### src/rtl/keccak_axil_master.sv
// AXI4-Lite initiator that sequences the SHA-3 peripheral: reset, configure,
// feed message words, poll STATUS, then stream the digest words out.
module keccak_axil_master #(
    parameter int          ADDR_WIDTH = 7,
    parameter int unsigned BASE_ADDR  = 0
) (
    input  logic                  M_AXI_ACLK,
    input  logic                  M_AXI_ARESET,
    input  logic                  start,
    input  logic [1:0]            out_size,
    output logic                  busy,
    output logic                  done,
    output logic                  error,
    input  logic                  in_valid,
    output logic                  in_ready,
    input  logic [31:0]           in_data,
    input  logic                  in_last,
    input  logic [1:0]            in_nbytes,
    output logic                  dig_valid,
    input  logic                  dig_ready,
    output logic [31:0]           dig_data,
    output logic                  dig_last,
    output logic [ADDR_WIDTH-1:0] M_AXI_AWADDR,
    output logic [2:0]            M_AXI_AWPROT,
    output logic                  M_AXI_AWVALID,
    input  logic                  M_AXI_AWREADY,
    output logic [31:0]           M_AXI_WDATA,
    output logic [3:0]            M_AXI_WSTRB,
    output logic                  M_AXI_WVALID,
    input  logic                  M_AXI_WREADY,
    input  logic [1:0]            M_AXI_BRESP,
    input  logic                  M_AXI_BVALID,
    output logic                  M_AXI_BREADY,
    output logic [ADDR_WIDTH-1:0] M_AXI_ARADDR,
    output logic [2:0]            M_AXI_ARPROT,
    output logic                  M_AXI_ARVALID,
    input  logic                  M_AXI_ARREADY,
    input  logic [31:0]           M_AXI_RDATA,
    input  logic [1:0]            M_AXI_RRESP,
    input  logic                  M_AXI_RVALID,
    output logic                  M_AXI_RREADY
);
    // state       | meaning
    // S_IDLE      | waiting for start
    // S_CMD_RST   | write COMMAND <- 1 (peripheral reset)
    // S_CTRL_INIT | write CONTROL <- out_size<<4
    // S_WAIT_IN   | in_ready high, accept one message word
    // S_CTRL_LAST | write CONTROL with last flag and byte count
    // S_WR_INPUT  | write INPUT <- accepted word
    // S_POLL      | read STATUS until bit0 is set
    // S_RD_OUT    | read OUTPUT word cnt
    // S_EMIT      | present digest word on dig_*
    // S_DONE      | one-cycle done pulse
    typedef enum logic [3:0] {
        S_IDLE, S_CMD_RST, S_CTRL_INIT, S_WAIT_IN, S_CTRL_LAST,
        S_WR_INPUT, S_POLL, S_RD_OUT, S_EMIT, S_DONE
    } state_t;

    localparam int unsigned OFF_CONTROL = 32'h00;
    localparam int unsigned OFF_STATUS  = 32'h04;
    localparam int unsigned OFF_INPUT   = 32'h08;
    localparam int unsigned OFF_COMMAND = 32'h0C;
    localparam int unsigned OFF_OUTPUT  = 32'h10;

    state_t                r_state, w_state_nxt;
    logic                  r_issued;
    logic                  r_busy, r_done, r_error;
    logic                  r_in_ready;
    logic [31:0]           r_data;
    logic                  r_last;
    logic [1:0]            r_nbytes;
    logic [1:0]            r_size;
    logic [3:0]            r_cnt;
    logic                  r_dig_valid, r_dig_last;
    logic [31:0]           r_dig_data;
    logic                  r_awvalid, r_wvalid, r_bready, r_arvalid, r_rready;
    logic [ADDR_WIDTH-1:0] r_awaddr, r_araddr;
    logic [31:0]           r_wdata;

    logic                  w_b_hs, w_r_hs, w_in_hs, w_dig_hs;
    logic                  w_is_wr, w_is_rd;
    logic [ADDR_WIDTH-1:0] w_wr_addr, w_rd_addr;
    logic [31:0]           w_wr_data;
    logic [4:0]            w_nwords;

    assign w_b_hs   = M_AXI_BVALID & r_bready;
    assign w_r_hs   = M_AXI_RVALID & r_rready;
    assign w_in_hs  = in_valid & r_in_ready;
    assign w_dig_hs = r_dig_valid & dig_ready;
    assign w_is_wr  = (r_state == S_CMD_RST) || (r_state == S_CTRL_INIT) ||
                      (r_state == S_CTRL_LAST) || (r_state == S_WR_INPUT);
    assign w_is_rd  = (r_state == S_POLL) || (r_state == S_RD_OUT);

    always_comb begin
        w_nwords = 5'd16;
        case (r_size)
            2'd0: w_nwords = 5'd16;
            2'd1: w_nwords = 5'd12;
            2'd2: w_nwords = 5'd8;
            2'd3: w_nwords = 5'd7;
            default: w_nwords = 5'd16;
        endcase
    end

    always_comb begin
        w_wr_addr = ADDR_WIDTH'(BASE_ADDR + OFF_INPUT);
        w_wr_data = r_data;
        case (r_state)
            S_CMD_RST: begin
                w_wr_addr = ADDR_WIDTH'(BASE_ADDR + OFF_COMMAND);
                w_wr_data = 32'd1;
            end
            S_CTRL_INIT: begin
                w_wr_addr = ADDR_WIDTH'(BASE_ADDR + OFF_CONTROL);
                w_wr_data = 32'({r_size, 4'b0000});
            end
            S_CTRL_LAST: begin
                w_wr_addr = ADDR_WIDTH'(BASE_ADDR + OFF_CONTROL);
                w_wr_data = 32'({r_size, 2'b01, r_nbytes});
            end
            default: ;
        endcase
    end

    assign w_rd_addr = (r_state == S_POLL) ? ADDR_WIDTH'(BASE_ADDR + OFF_STATUS)
                     : ADDR_WIDTH'(BASE_ADDR + OFF_OUTPUT + 32'({r_cnt, 2'b00}));

    always_comb begin
        w_state_nxt = r_state;
        case (r_state)
            S_IDLE:      if (start) w_state_nxt = S_CMD_RST;
            S_CMD_RST:   if (w_b_hs) w_state_nxt = S_CTRL_INIT;
            S_CTRL_INIT: if (w_b_hs) w_state_nxt = S_WAIT_IN;
            S_WAIT_IN:   if (w_in_hs) w_state_nxt = in_last ? S_CTRL_LAST : S_WR_INPUT;
            S_CTRL_LAST: if (w_b_hs) w_state_nxt = S_WR_INPUT;
            S_WR_INPUT:  if (w_b_hs) w_state_nxt = r_last ? S_POLL : S_WAIT_IN;
            S_POLL:      if (w_r_hs && M_AXI_RDATA[0]) w_state_nxt = S_RD_OUT;
            S_RD_OUT:    if (w_r_hs) w_state_nxt = S_EMIT;
            S_EMIT:      if (w_dig_hs) w_state_nxt = r_dig_last ? S_DONE : S_RD_OUT;
            S_DONE:      w_state_nxt = S_IDLE;
            default:     w_state_nxt = S_IDLE;
        endcase
    end

    always_ff @(posedge M_AXI_ACLK) begin
        if (M_AXI_ARESET) r_state <= S_IDLE;
        else              r_state <= w_state_nxt;
    end

    always_ff @(posedge M_AXI_ACLK) begin
        if (M_AXI_ARESET) begin
            r_issued    <= 1'b0;
            r_busy      <= 1'b0;
            r_done      <= 1'b0;
            r_error     <= 1'b0;
            r_in_ready  <= 1'b0;
            r_data      <= '0;
            r_last      <= 1'b0;
            r_nbytes    <= '0;
            r_size      <= '0;
            r_cnt       <= '0;
            r_dig_valid <= 1'b0;
            r_dig_last  <= 1'b0;
            r_dig_data  <= '0;
            r_awvalid   <= 1'b0;
            r_wvalid    <= 1'b0;
            r_bready    <= 1'b0;
            r_arvalid   <= 1'b0;
            r_rready    <= 1'b0;
            r_awaddr    <= '0;
            r_araddr    <= '0;
            r_wdata     <= '0;
        end else begin
            r_done     <= 1'b0;
            r_in_ready <= (w_state_nxt == S_WAIT_IN);

            if (r_state == S_IDLE && start) begin
                r_busy  <= 1'b1;
                r_error <= 1'b0;
                r_size  <= out_size;
                r_cnt   <= '0;
            end
            if (r_state == S_DONE) r_busy <= 1'b0;

            if (r_state == S_WAIT_IN && w_in_hs) begin
                r_data   <= in_data;
                r_last   <= in_last;
                r_nbytes <= in_nbytes;
            end

            // Issue one transaction per state visit; the handshake re-arms it.
            if (w_is_wr && !r_issued) begin
                r_issued  <= 1'b1;
                r_awvalid <= 1'b1;
                r_wvalid  <= 1'b1;
                r_bready  <= 1'b1;
                r_awaddr  <= w_wr_addr;
                r_wdata   <= w_wr_data;
            end
            if (r_awvalid && M_AXI_AWREADY) r_awvalid <= 1'b0;
            if (r_wvalid && M_AXI_WREADY)   r_wvalid  <= 1'b0;
            if (w_b_hs) begin
                r_bready <= 1'b0;
                r_issued <= 1'b0;
                if (M_AXI_BRESP != 2'b00) r_error <= 1'b1;
            end

            if (w_is_rd && !r_issued) begin
                r_issued  <= 1'b1;
                r_arvalid <= 1'b1;
                r_rready  <= 1'b1;
                r_araddr  <= w_rd_addr;
            end
            if (r_arvalid && M_AXI_ARREADY) r_arvalid <= 1'b0;
            if (w_r_hs) begin
                r_rready <= 1'b0;
                r_issued <= 1'b0;
                if (M_AXI_RRESP != 2'b00) r_error <= 1'b1;
                if (r_state == S_POLL && M_AXI_RDATA[0]) r_cnt <= '0;
                if (r_state == S_RD_OUT) begin
                    r_dig_data  <= M_AXI_RDATA;
                    r_dig_valid <= 1'b1;
                    r_dig_last  <= ({1'b0, r_cnt} == w_nwords - 5'd1);
                end
            end

            if (r_state == S_EMIT && w_dig_hs) begin
                r_dig_valid <= 1'b0;
                r_dig_last  <= 1'b0;
                r_cnt       <= r_cnt + 4'd1;
                if (r_dig_last) r_done <= 1'b1;
            end
        end
    end

    assign busy          = r_busy;
    assign done          = r_done;
    assign error         = r_error;
    assign in_ready      = r_in_ready;
    assign dig_valid     = r_dig_valid;
    assign dig_data      = r_dig_data;
    assign dig_last      = r_dig_last;
    assign M_AXI_AWADDR  = r_awaddr;
    assign M_AXI_AWPROT  = 3'b000;
    assign M_AXI_AWVALID = r_awvalid;
    assign M_AXI_WDATA   = r_wdata;
    assign M_AXI_WSTRB   = 4'hF;
    assign M_AXI_WVALID  = r_wvalid;
    assign M_AXI_BREADY  = r_bready;
    assign M_AXI_ARADDR  = r_araddr;
    assign M_AXI_ARPROT  = 3'b000;
    assign M_AXI_ARVALID = r_arvalid;
    assign M_AXI_RREADY  = r_rready;
endmodule
### config.mk
export PLATFORM = sky130hd
export DESIGN_NAME = keccak_axil_master
export DESIGN_NICKNAME = d
export VERILOG_FILES = /design/src/rtl/keccak_axil_master.sv
export SDC_FILE = /design/constraint.sdc
export NUM_CORES = 1
export LEC_CHECK = 0
export ABC_AREA = 1
export BUFFER_PORTS_ARGS = -buffer_cell sky130_fd_sc_hd__buf_2
export CORE_UTILIZATION = 30
export DETAILED_ROUTE_END_ITERATION = 8
export PLACE_DENSITY = 0.53
export SETUP_SLACK_MARGIN = 0.3
export SLEW_MARGIN = 20
export SYNTH_ARGS = -nofsm -noshare
export SYNTH_HDL_FRONTEND = slang
export SYNTH_SLANG_ARGS = --single-unit
export TNS_END_PERCENT = 50
### constraint.sdc
create_clock -name M_AXI_ACLK -period 2.35 [get_ports M_AXI_ACLK]
set_clock_uncertainty 0.2 [all_clocks]
set_input_delay 0.235 -clock M_AXI_ACLK [delete_from_list [all_inputs] [get_ports M_AXI_ACLK]]
set_output_delay 0.235 -clock M_AXI_ACLK [all_outputs]
set_load 0.005 [all_outputs]
==> qor.csv, run 1 <==
stage,metric,value,unit
sta,fmax,0.547,GHz
logic_synthesis,netlist_instances,705,
grt,overflow,0,
sta,drv_slew,0,
final_layout,final_cell_mix,"buf_2, nand2_1, dfxtp_1",
logic_synthesis,netlist-cell-type-count,28,
place,dp.cells,1059,
setup_path,critPathLaunchType,flop,
run,drv_cap,0,
sta,worst_slew_pin_slew,0.608,ns
setup_path,cp.required,2.46,ns
grt,track_usage,0.167,
sta,period_minus_slack,1.83,ns
die,start_util,0.310,
run_status,status,"complete, no violations",
die,pin_count,182,
setup_path,r2r_end,M_AXI_WDATA[28]$_SDFFE_PP0P_,
place,io_buffers,164,
routing,dr.pass1.iters,5,
final_layout,final_common_cell,buf_2,
sta,rsz0062_at_grt,no,
clocking,clkLatencyLatePin,0.41,ns
sta,finalHoldViolCount,0,
routing,via_per_inst,4.37,
logic_synthesis,syn_area,0.00517,mm²
clocking,clk_pin_slew_worst_paths,0.05,ns
die,rows,47,
pwr,peakVddDrop,501,µV
logic_synthesis,yosysWarnings,0,
routing,antenna_left,0,
clocking,clk_path_buf_depth,2,
clocking,cts_htree_levels,4,
place,gp_congestion,0.864,
sta,setup_viol,0,
die,dieArea,0.0178,mm²
place,place_hpwl,9450,µm
setup_path,cp_max_fo,13,
place,dp_slack,0.455,ns
sta,fin_crit_sh,0.778,
routing,wire_per_inst,12.4,µm
setup_path,crit_path_end,M_AXI_WDATA[28]$_SDFFE_PP0P_,
setup_path,cp.arrival,1.94,ns
setup_path,startpoint,r_state[1]$_SDFF_PP0_,
clocking,root_buffer,clkbuf_16,
sta,worst_slack,0.521,ns
sta,slew_headroom,0.594,
setup_path,reg2reg_depth,9,
die,die_w,133,µm
routing,first_iter_violations,347,
final_layout,areaGrowthSynthToFinish,44.4,%
routing,wl,14500,µm
pwr,p_total,5.46,mW
clocking,cts_tree,built,
final_layout,final_nets,1019,
grt,antenna_found_initial,0,
sta,fin_hold_ws,0.0153,ns
grt,grt_max_degree,68,
setup_path,end_kind,flop,
grt,grt_pass1_wl,23400,µm
place,placed_area,0.00614,mm²
final_layout,fin_util,0.447,
pwr,power_density,732,mW/mm²
logic_synthesis,synth_seq_cells,128,
clocking,clock_sink_count,128,
sta,tns,0,ns
final_layout,drive_gt1_frac,0.229,
final_layout,diodes,0,
setup_path,r2r_slack,0.52,ns
clocking,cts-buffers-inserted,17,
setup_path,worstSetupPathType,flop to flop,
logic_synthesis,ys_seq_area_frac,0.496,
final_layout,fin_area,0.00747,mm²
logic_synthesis,synth_area_per_cell,7.33,µm²
die,die_h,133,µm
routing,drc,0,
final_layout,layout.filler_cells,1738,
grt,grt_pass1_vias,4762,
routing,vias,5094,
setup_path,reg2reg_from,r_state[1]$_SDFF_PP0_,
worst_hold_path,hold_class,primary input to flop,
pwr,leakagePower,3.41,nW
final_layout,finalNonFillerCells,1166,
die,core,0.0167,mm²
-- state kept, by name, indices dropped and copies added (netlist names), 2 cells and up --
| signal | cells |
|---|---|
| M_AXI_WDATA | 32 |
| dig_data | 32 |
| r_data | 32 |
| M_AXI_ARADDR | 5 |
| r_cnt | 4 |
| r_state | 4 |
| M_AXI_AWADDR | 2 |
| r_nbytes | 2 |
| r_size | 2 |
-- how the worst min path moves through the flow --
stage / start / endpoint / depth (start not counted)
floorplan: M_AXI_ARREADY / M_AXI_ARVALID$_SDFFE_PP0P_ / 1
global placement: M_AXI_ARREADY / M_AXI_ARVALID$_SDFFE_PP0P_ / 2
detailed placement: M_AXI_ARREADY / M_AXI_ARVALID$_SDFFE_PP0P_ / 2
CTS: M_AXI_ARESET / r_state[1]$_SDFF_PP0_ / 4
global route: M_AXI_ARESET / r_state[1]$_SDFF_PP0_ / 4
finish: M_AXI_ARESET / r_state[1]$_SDFF_PP0_ / 4
-- metal layers --
| layer | vias to the layer above | wire (µm) | track usage |
|---|---|---|---|
| li1 | 2680 | - | - |
| met1 | 2260 | 6810 | 0.215 |
| met2 | 124 | 6640 | 0.264 |
| met3 | 30 | 630 | 0.0335 |
| met4 | 0 | 413 | 0.0896 |
| met5 | - | 0 | 0 |
-- timing repair --
action	in CTS	in global routing
setup endpoints to repair	0	2
hold endpoints to repair	73	0
hold buffers	76	0
resized for setup	0	2
buffers inserted	0	0
-- Yosys cell counts --
master    number  area share
clkinv_1       1     0.00073
nand3_2        2      0.0039
xor2_1         1      0.0017
inv_1         59       0.043
nor2_4         2      0.0044
a31oi_1        1      0.0012
nand2_2        3      0.0036
dfxtp_1      128        0.50
conb_1         2      0.0015
o21a_1         3      0.0044
nand2_1      161        0.12
nor2_1        88       0.064
o21ai_0       64       0.062
ha_1           2      0.0048
a221oi_1       1      0.0017
inv_2          5      0.0036
nand3_1       21       0.020
o21ai_1       16       0.015
a211oi_1       1      0.0015
nor2_2         3      0.0036
clkbuf_1      23       0.017
a21oi_1       84       0.081
buf_4         18       0.026
o22ai_1        1      0.0012
nand4_1        2      0.0024
nor3_1         1     0.00097
buf_6          5       0.011
buf_2          7      0.0068
-- power breakdown --
group | switching (mW) | internal (mW)
Combinational | 0.334 | 0.318
Clock | 0.905 | 1.58
Sequential | 0.0591 | 2.26
Total | 1.30 | 4.17
-- worst max-delay path, cell delays in order, from the launching register on --
cell	delay, ns
dfxtp_1	0.35
nor2_1	0.31
nand2_2	0.16
nand3_2	0.11
nand2_2	0.07
inv_2	0.12
buf_4	0.20
o21ai_0	0.10
nand2_1	0.07
nor2_1	0.04
-- kinds of logic after synthesis --
| family | after synthesis | share of synthesized area |
|---|---|---|
| flip-flops | 128 | 0.496 |
| AO/OA/AOI/OAI | 171 | 0.169 |
| other | 2 | 0.00145 |
| adder cells (fa/ha/maj) | 2 | 0.00484 |
| XOR/XNOR | 1 | 0.00169 |
| buffers and inverters | 118 | 0.108 |
| AND/OR/NAND/NOR | 283 | 0.220 |
-- cell type report --
type / instances / area [µm²] / share of cell area
sequential: 128 / 2560 / 0.343
multi-input combinational: 474 / 2120 / 0.284
timing repair buffer: 248 / 1700 / 0.228
clock buffer: 26 / 509 / 0.0682
tap: 220 / 275 / 0.0369
inverter: 65 / 244 / 0.0327
clock inverter: 5 / 52.6 / 0.00704
Power figures use the tool's default switching activity.
==> run 2, diff against run 1 <==
- clock period: 2.35 -> 1.74 ns (I/O delays scaled with it)
==> run 2 against run 1 <==
The flow now finishes with violations (negative hold slack). Register-to-register slack got worse by 0.43 ns. Cell area rose by 17%. Core utilization rose by 7.4 points. Global-route usage rose by 2.2 points. Non-clock buffer count rose by 57. Die area did not move. Combinational power rose by 98%. First-iteration DRC count fell by 1.7%. Largest cell class unchanged.
==> qor.csv, run 2 (same netlist as run 1, synthesis figures left out) <==
stage,metric,value,unit,change
place,gp_congestion,0.864,,about the same
setup_path,critPathLaunchType,flop,,unchanged
routing,antenna_left,0,,unchanged
grt,grt.busiest_layer,met2,,unchanged
grt,grt_max_degree,52,,was 68
final_layout,final_cell_mix,"buf_2, nand2_1, dfxtp_1",,unchanged
clocking,root_buffer,clkbuf_16,,unchanged
place,place_hpwl,9570,µm,was 9450 µm
sta,rsz0062_at_grt,yes,,was no
setup_path,worstSetupPathType,flop to flop,,unchanged
final_layout,diodes,0,,unchanged
clocking,cts_htree_levels,4,,unchanged
setup_path,slowest_delay,0.38,ns,was 0.35 ns
routing,via_per_inst,4.48,,was 4.37
sta,fin_crit_sh,0.948,,was 0.778
grt,global_route.usage.met1,0.239,,was 0.215
grt,gr-usage-met3,0.0438,,was 0.0335
die,dieArea,0.0178,mm²,unchanged
die,rows,47,,unchanged
grt,track_usage,0.189,,was 0.167
clocking,clk_pin_slew_worst_paths,0.06,ns,was 0.05 ns
sta,setup_viol,0,,unchanged
sta,fmax,0.606,GHz,was 0.547 GHz
grt,antenna_found_initial,0,,unchanged
sta,fin_hold_ws,-0.0610,ns,was 0.0153 ns
sta,period_minus_slack,1.65,ns,was 1.83 ns
setup_path,crit_chain,nor2_4 > buf_6 > nand3_4 > buf_12 > clkbuf_16 > a21oi_1,,was nor2_1 > nand2_2 > nand3_2 > nand2_2 > inv_2 > buf_4 > o21ai_0 > nand2_1 > nor2_1
pwr,leakagePower,3.94,nW,was 3.41 nW
die,die_w,133,µm,unchanged
final_layout,layout.filler_cells,1614,,was 1738
final_layout,areaGrowthSynthToFinish,68.3,%,was 44.4%
die,start_util,0.310,,unchanged
run_status,failed_checks,negative hold slack,,
die,pin_count,182,,unchanged
clocking,cts_tree,built,,unchanged
grt,overflow,0,,unchanged
run_status,status,finished with violations,,"was complete, no violations"
routing,dr.pass1.iters,4,,was 5
clocking,cts-buffers-inserted,17,,unchanged
setup_path,end_kind,flop,,unchanged
setup_path,slowest_stage,dfxtp_4,,was dfxtp_1
final_layout,final_nets,1076,,was 1019
clocking,clkLatencyLatePin,0.42,ns,was 0.41 ns
sta,drv_slew,0,,unchanged
die,core,0.0167,mm²,unchanged
place,dp.cells,1075,,was 1059
setup_path,cp_max_fo,17,,was 13
worst_hold_path,hold_class,primary input to flop,,unchanged
final_layout,drive_gt1_frac,0.345,,was 0.229
grt,grt_pass1_wl,26300,µm,was 23400 µm
setup_path,cp.arrival,1.79,ns,was 1.94 ns
final_layout,final_common_cell,buf_2,,unchanged
routing,wire_per_inst,14.1,µm,was 12.4 µm
pwr,power_density,928,mW/mm²,was 732 mW/mm²
pwr,peakVddDrop,681,µV,was 501 µV
place,io_buffers,164,,unchanged
routing,wl,17300,µm,was 14500 µm
routing,vias,5486,,was 5094
clocking,postCtsHoldBufs,80,,was 76
pwr,p_total,8.07,mW,was 5.46 mW
clocking,clock_sink_count,128,,unchanged
setup_path,cp.required,1.88,ns,was 2.46 ns
routing,first_iter_violations,341,,was 347
clocking,clk_path_buf_depth,2,,unchanged
grt,grt_pass1_vias,5147,,was 4762
sta,finalHoldViolCount,2,,was 0
run,drv_cap,0,,unchanged
routing,drc,0,,unchanged
die,die_h,133,µm,unchanged
sta,tns,0,ns,unchanged
grt,met2_usage,0.309,,was 0.264
final_layout,finalNonFillerCells,1224,,was 1166
run 2: cell count changes in the layout (fill, tap and decap cells not counted), moves of 5 or more:
cell,change
o21ai_0,-31
o21ai_2,+28
a21oi_2,+9
nor2_4,+10
nand2_1,-10
nor2_1,-14
a21oi_1,-9
buf_4,+28
nand2_2,+5
clkbuf_16,+10
buf_16,+8
nand2_4,+5
run 2: layer usage:
metal  vias up  share of wire
met5         -              0
met4         0          0.018
met3        24          0.039
met2       130           0.47
met1      2529           0.47
li1       2803              -
run 2: repair_timing:
action,in CTS,in global routing
pin swaps,6,21
endpoints found under the setup margin,117,122
cloned,8,9
hold endpoints to repair,81,2
resized for setup,48,90
buffers inserted,15,5
run 2: stage by stage:
stage          utilization  worst slack, ns  cell area (µm²)  hold slack, ns
3_3_place_gp         0.378           0.0432             6310           0.155
3_5_place_dp         0.378           0.0371             6310           0.154
2_1_floorplan            -            0.233             5280          0.0682
4_1_cts              0.490            0.117             8190         -0.0278
5_1_grt              0.521           0.0324             8700         -0.0412
6_report             0.521           0.0911             8700         -0.0610
run 2: worst paths after layout:
check                           start  cells past startpoint                  endpoint  slack (ns)
min reg2reg  r_nbytes[1]$_SDFFE_PP0P_                      2  r_nbytes[1]$_SDFFE_PP0P_        0.24
min                      M_AXI_RVALID                      4     r_issued$_SDFFE_PP0P_       -0.06
max reg2reg     r_state[3]$_SDFF_PP0_                      6    r_data[6]$_SDFFE_PP0P_        0.09
max             r_state[3]$_SDFF_PP0_                      6    r_data[6]$_SDFFE_PP0P_        0.09
run 2: cell type report:
class / count / area, µm² / area share
flip-flops and latches: 128 / 2580 / 0.296
repair buffers: 305 / 2530 / 0.290
multi-input cells: 474 / 2440 / 0.280
clock buffers: 20 / 478 / 0.0549
well taps: 220 / 275 / 0.0316
inverters: 65 / 274 / 0.0315
clock inverters: 12 / 131 / 0.0151
run 2: where the power goes:
part	switching (mW)	internal [mW]	leakage [nW]
logic	0.609	0.685	2.61
clock network	1.37	2.27	0.290
registers	0.0899	3.05	1.04
total	2.07	6.01	3.94
run 2: critical path: cells and delay by family, from the launching register on:
family	cells	cell delay [ns]
DFF	1	0.38
and+or+nand+nor	2	0.30
AOI/OAI and AO/OA	1	0.17
buffers and inverters	3	0.50
==> run 3, diff against run 2 <==
- CORE_UTILIZATION: 30 -> 45
- PLACE_DENSITY: 0.53 -> 0.73
==> run 3 against run 2 <==
The run still ends with negative hold slack left. Cell area shrank 4.5%. First-iteration DRC count grew 44%. Sequential share of layout area grew 1.4 points. Core utilization grew 23 points. Register-to-register slack is essentially flat. Sequential cell count is the same. Critical path depth is the same. Clock power shrank 6.6%. Worst setup slack lost 0.0096 ns. Sequential power is essentially flat. Critical path type unchanged. Largest power group unchanged.
==> qor.csv, run 3 (same netlist as run 1, synthesis figures left out) <==
stage,metric,value,unit,change
sta,finalHoldViolCount,2,,unchanged
place,place_hpwl,8690,µm,was 9570 µm
die,start_util,0.469,,was 0.310
sta,fin_hold_ws,-0.0521,ns,was -0.0610 ns
sta,rsz0062_at_grt,yes,,unchanged
place,io_buffers,164,,unchanged
die,dieArea,0.0119,mm²,was 0.0178 mm²
clocking,postCtsHoldBufs,78,,was 80
clocking,root_buffer,clkbuf_16,,unchanged
run_status,failed_checks,negative hold slack,,unchanged
setup_path,end_kind,flop,,unchanged
setup_path,critPathLaunchType,flop,,unchanged
final_layout,areaGrowthSynthToFinish,60.7,%,was 68.3%
sta,setup_viol,0,,unchanged
pwr,peakVddDrop,1020,µV,was 681 µV
final_layout,final_common_cell,buf_2,,unchanged
die,die_h,109,µm,was 133 µm
pwr,combPwrFrac,0.159,,was 0.160
run_status,status,finished with violations,,unchanged
place,dp.cells,988,,was 1075
pwr,p_int,5.72,mW,was 6.01 mW
routing,drc,0,,unchanged
pwr,p_total,7.78,mW,was 8.07 mW
pwr,p_sw_frac,0.264,,was 0.256
final_layout,finalNonFillerCells,1132,,was 1224
pwr,leakagePower,3.78,nW,was 3.94 nW
grt,antenna_found_initial,0,,unchanged
grt,grt_pass1_wl,23700,µm,was 26300 µm
setup_path,cp_max_fo,5,,was 17
clocking,clkLatencyLatePin,0.41,ns,was 0.42 ns
setup_path,cp.arrival,1.75,ns,was 1.79 ns
clocking,cts-buffers-inserted,17,,unchanged
pwr,seq_power_share,0.404,,was 0.389
final_layout,final_cell_mix,"buf_2, nand2_1, dfxtp_1",,unchanged
routing,via_per_inst,5.03,,was 4.48
clocking,clk_path_buf_depth,2,,unchanged
routing,antenna_left,0,,unchanged
die,pin_count,182,,unchanged
pwr,power_frac_clock,0.437,,was 0.450
die,core,0.0110,mm²,was 0.0167 mm²
clocking,cts_tree,built,,unchanged
grt,overflow,0,,unchanged
sta,drv_slew,0,,unchanged
setup_path,slowest_delay,0.37,ns,was 0.38 ns
setup_path,worstSetupPathType,flop to flop,,unchanged
clocking,clock_sink_count,128,,unchanged
routing,dr.pass1.iters,5,,was 4
run,drv_cap,0,,unchanged
sta,period_minus_slack,1.66,ns,was 1.65 ns
pwr,p_switching,2.05,mW,was 2.07 mW
routing,wire_per_inst,15.0,µm,was 14.1 µm
final_layout,fin_util,0.753,,was 0.521
grt,grt_pass1_vias,5149,,was 5147
place,gp_congestion,0.904,,was 0.864
routing,first_iter_violations,490,,was 341
setup_path,slowest_stage,dfxtp_4,,unchanged
pwr,power_density,936,mW/mm²,was 928 mW/mm²
setup_path,cp.required,1.83,ns,was 1.88 ns
sta,fmax,0.603,GHz,was 0.606 GHz
sta,fin_crit_sh,0.953,,was 0.948
clocking,cts_htree_levels,4,,unchanged
grt,track_usage,0.256,,was 0.189
final_layout,drive_gt1_frac,0.319,,was 0.345
die,die_w,109,µm,was 133 µm
worst_hold_path,hold_class,primary input to flop,,unchanged
die,rows,38,,was 47
grt,grt_max_degree,77,,was 52
routing,wl,17000,µm,was 17300 µm
final_layout,final_nets,1064,,was 1076
setup_path,crit_chain,nor2_4 > buf_6 > nand3_4 > clkbuf_16 > o21ai_0 > a21oi_1,,was nor2_4 > buf_6 > nand3_4 > buf_12 > clkbuf_16 > a21oi_1
routing,vias,5694,,was 5486
final_layout,diodes,0,,unchanged
clocking,clk_pin_slew_worst_paths,0.06,ns,about the same
[run 3: repair_timing]
| item | 4_1_cts | 5_1_grt |
|---|---|---|
| cloned | 5 | 10 |
| endpoints found under the setup margin | 121 | 127 |
| buffers inserted | 9 | 10 |
| pin swaps | 7 | 19 |
| gates resized for setup | 37 | 65 |
| hold endpoints to repair | 78 | 2 |
[run 3: area by class of cell]
class | count | area [µm²]
Timing Repair Buffer | 292 | 2350
Clock buffer | 18 | 439
Multi-Input combinational cell | 475 | 2360
Clock inverter | 14 | 131
Inverter | 65 | 274
Sequential cell | 128 | 2580
Tap cell | 140 | 175
Fill cell | 800 | 2720
[run 3: worst max-delay path, delay by kind of cell, from the launching register on]
family          cells  cell delay, ns
buf+inv             2            0.35
flops               1            0.37
simple gates        2            0.32
compound gates      2            0.28
[run 3: metrics by stage]
stage          worst slack (ns)  instance area (µm²)  setup TNS [ns]  hold slack (ns)
2_1_floorplan             0.233                 5280               0           0.0682
3_3_place_gp             0.0885                 6180               0            0.154
3_5_place_dp             0.0809                 6180               0            0.157
4_1_cts                   0.141                 7840               0          -0.0379
5_1_grt                 -0.0372                 8310         -0.0372          -0.0301
6_report                 0.0816                 8310               0          -0.0521
[run 3: power by group through the flow]
stage | Combinational, mW | Sequential, mW | Clock (mW)
6_report | 1.24 | 3.14 | 3.40
5_1_grt | 1.34 | 3.15 | 3.57
4_1_cts | 1.08 | 3.14 | 3.43
3_5_place_dp | 0.751 | 3.19 | 0
3_3_place_gp | 0.746 | 3.19 | 0
2_1_floorplan | 0.472 | 3.19 | 0
[run 3: path summary, 6_finish.rpt]
check / slack [ns] / endpoint / cells after the start / from
min: -0.05 / r_issued$_SDFFE_PP0P_ / 4 / M_AXI_RVALID
min reg2reg: 0.25 / r_data[9]$_SDFFE_PP0P_ / 2 / r_data[9]$_SDFFE_PP0P_
max reg2reg: 0.08 / r_nbytes[0]$_SDFFE_PP0P_ / 6 / r_state[2]$_SDFF_PP0_
max: 0.08 / r_nbytes[0]$_SDFFE_PP0P_ / 6 / r_state[2]$_SDFF_PP0_
[run 3: routing by layer]
metal,vias to the layer above,global-route usage,part of all wire
met2,236,0.449,0.51
met5,-,0,0
met4,0,0.117,0.030
met3,55,0.0454,0.059
met1,2624,0.303,0.40
li1,2779,-,-
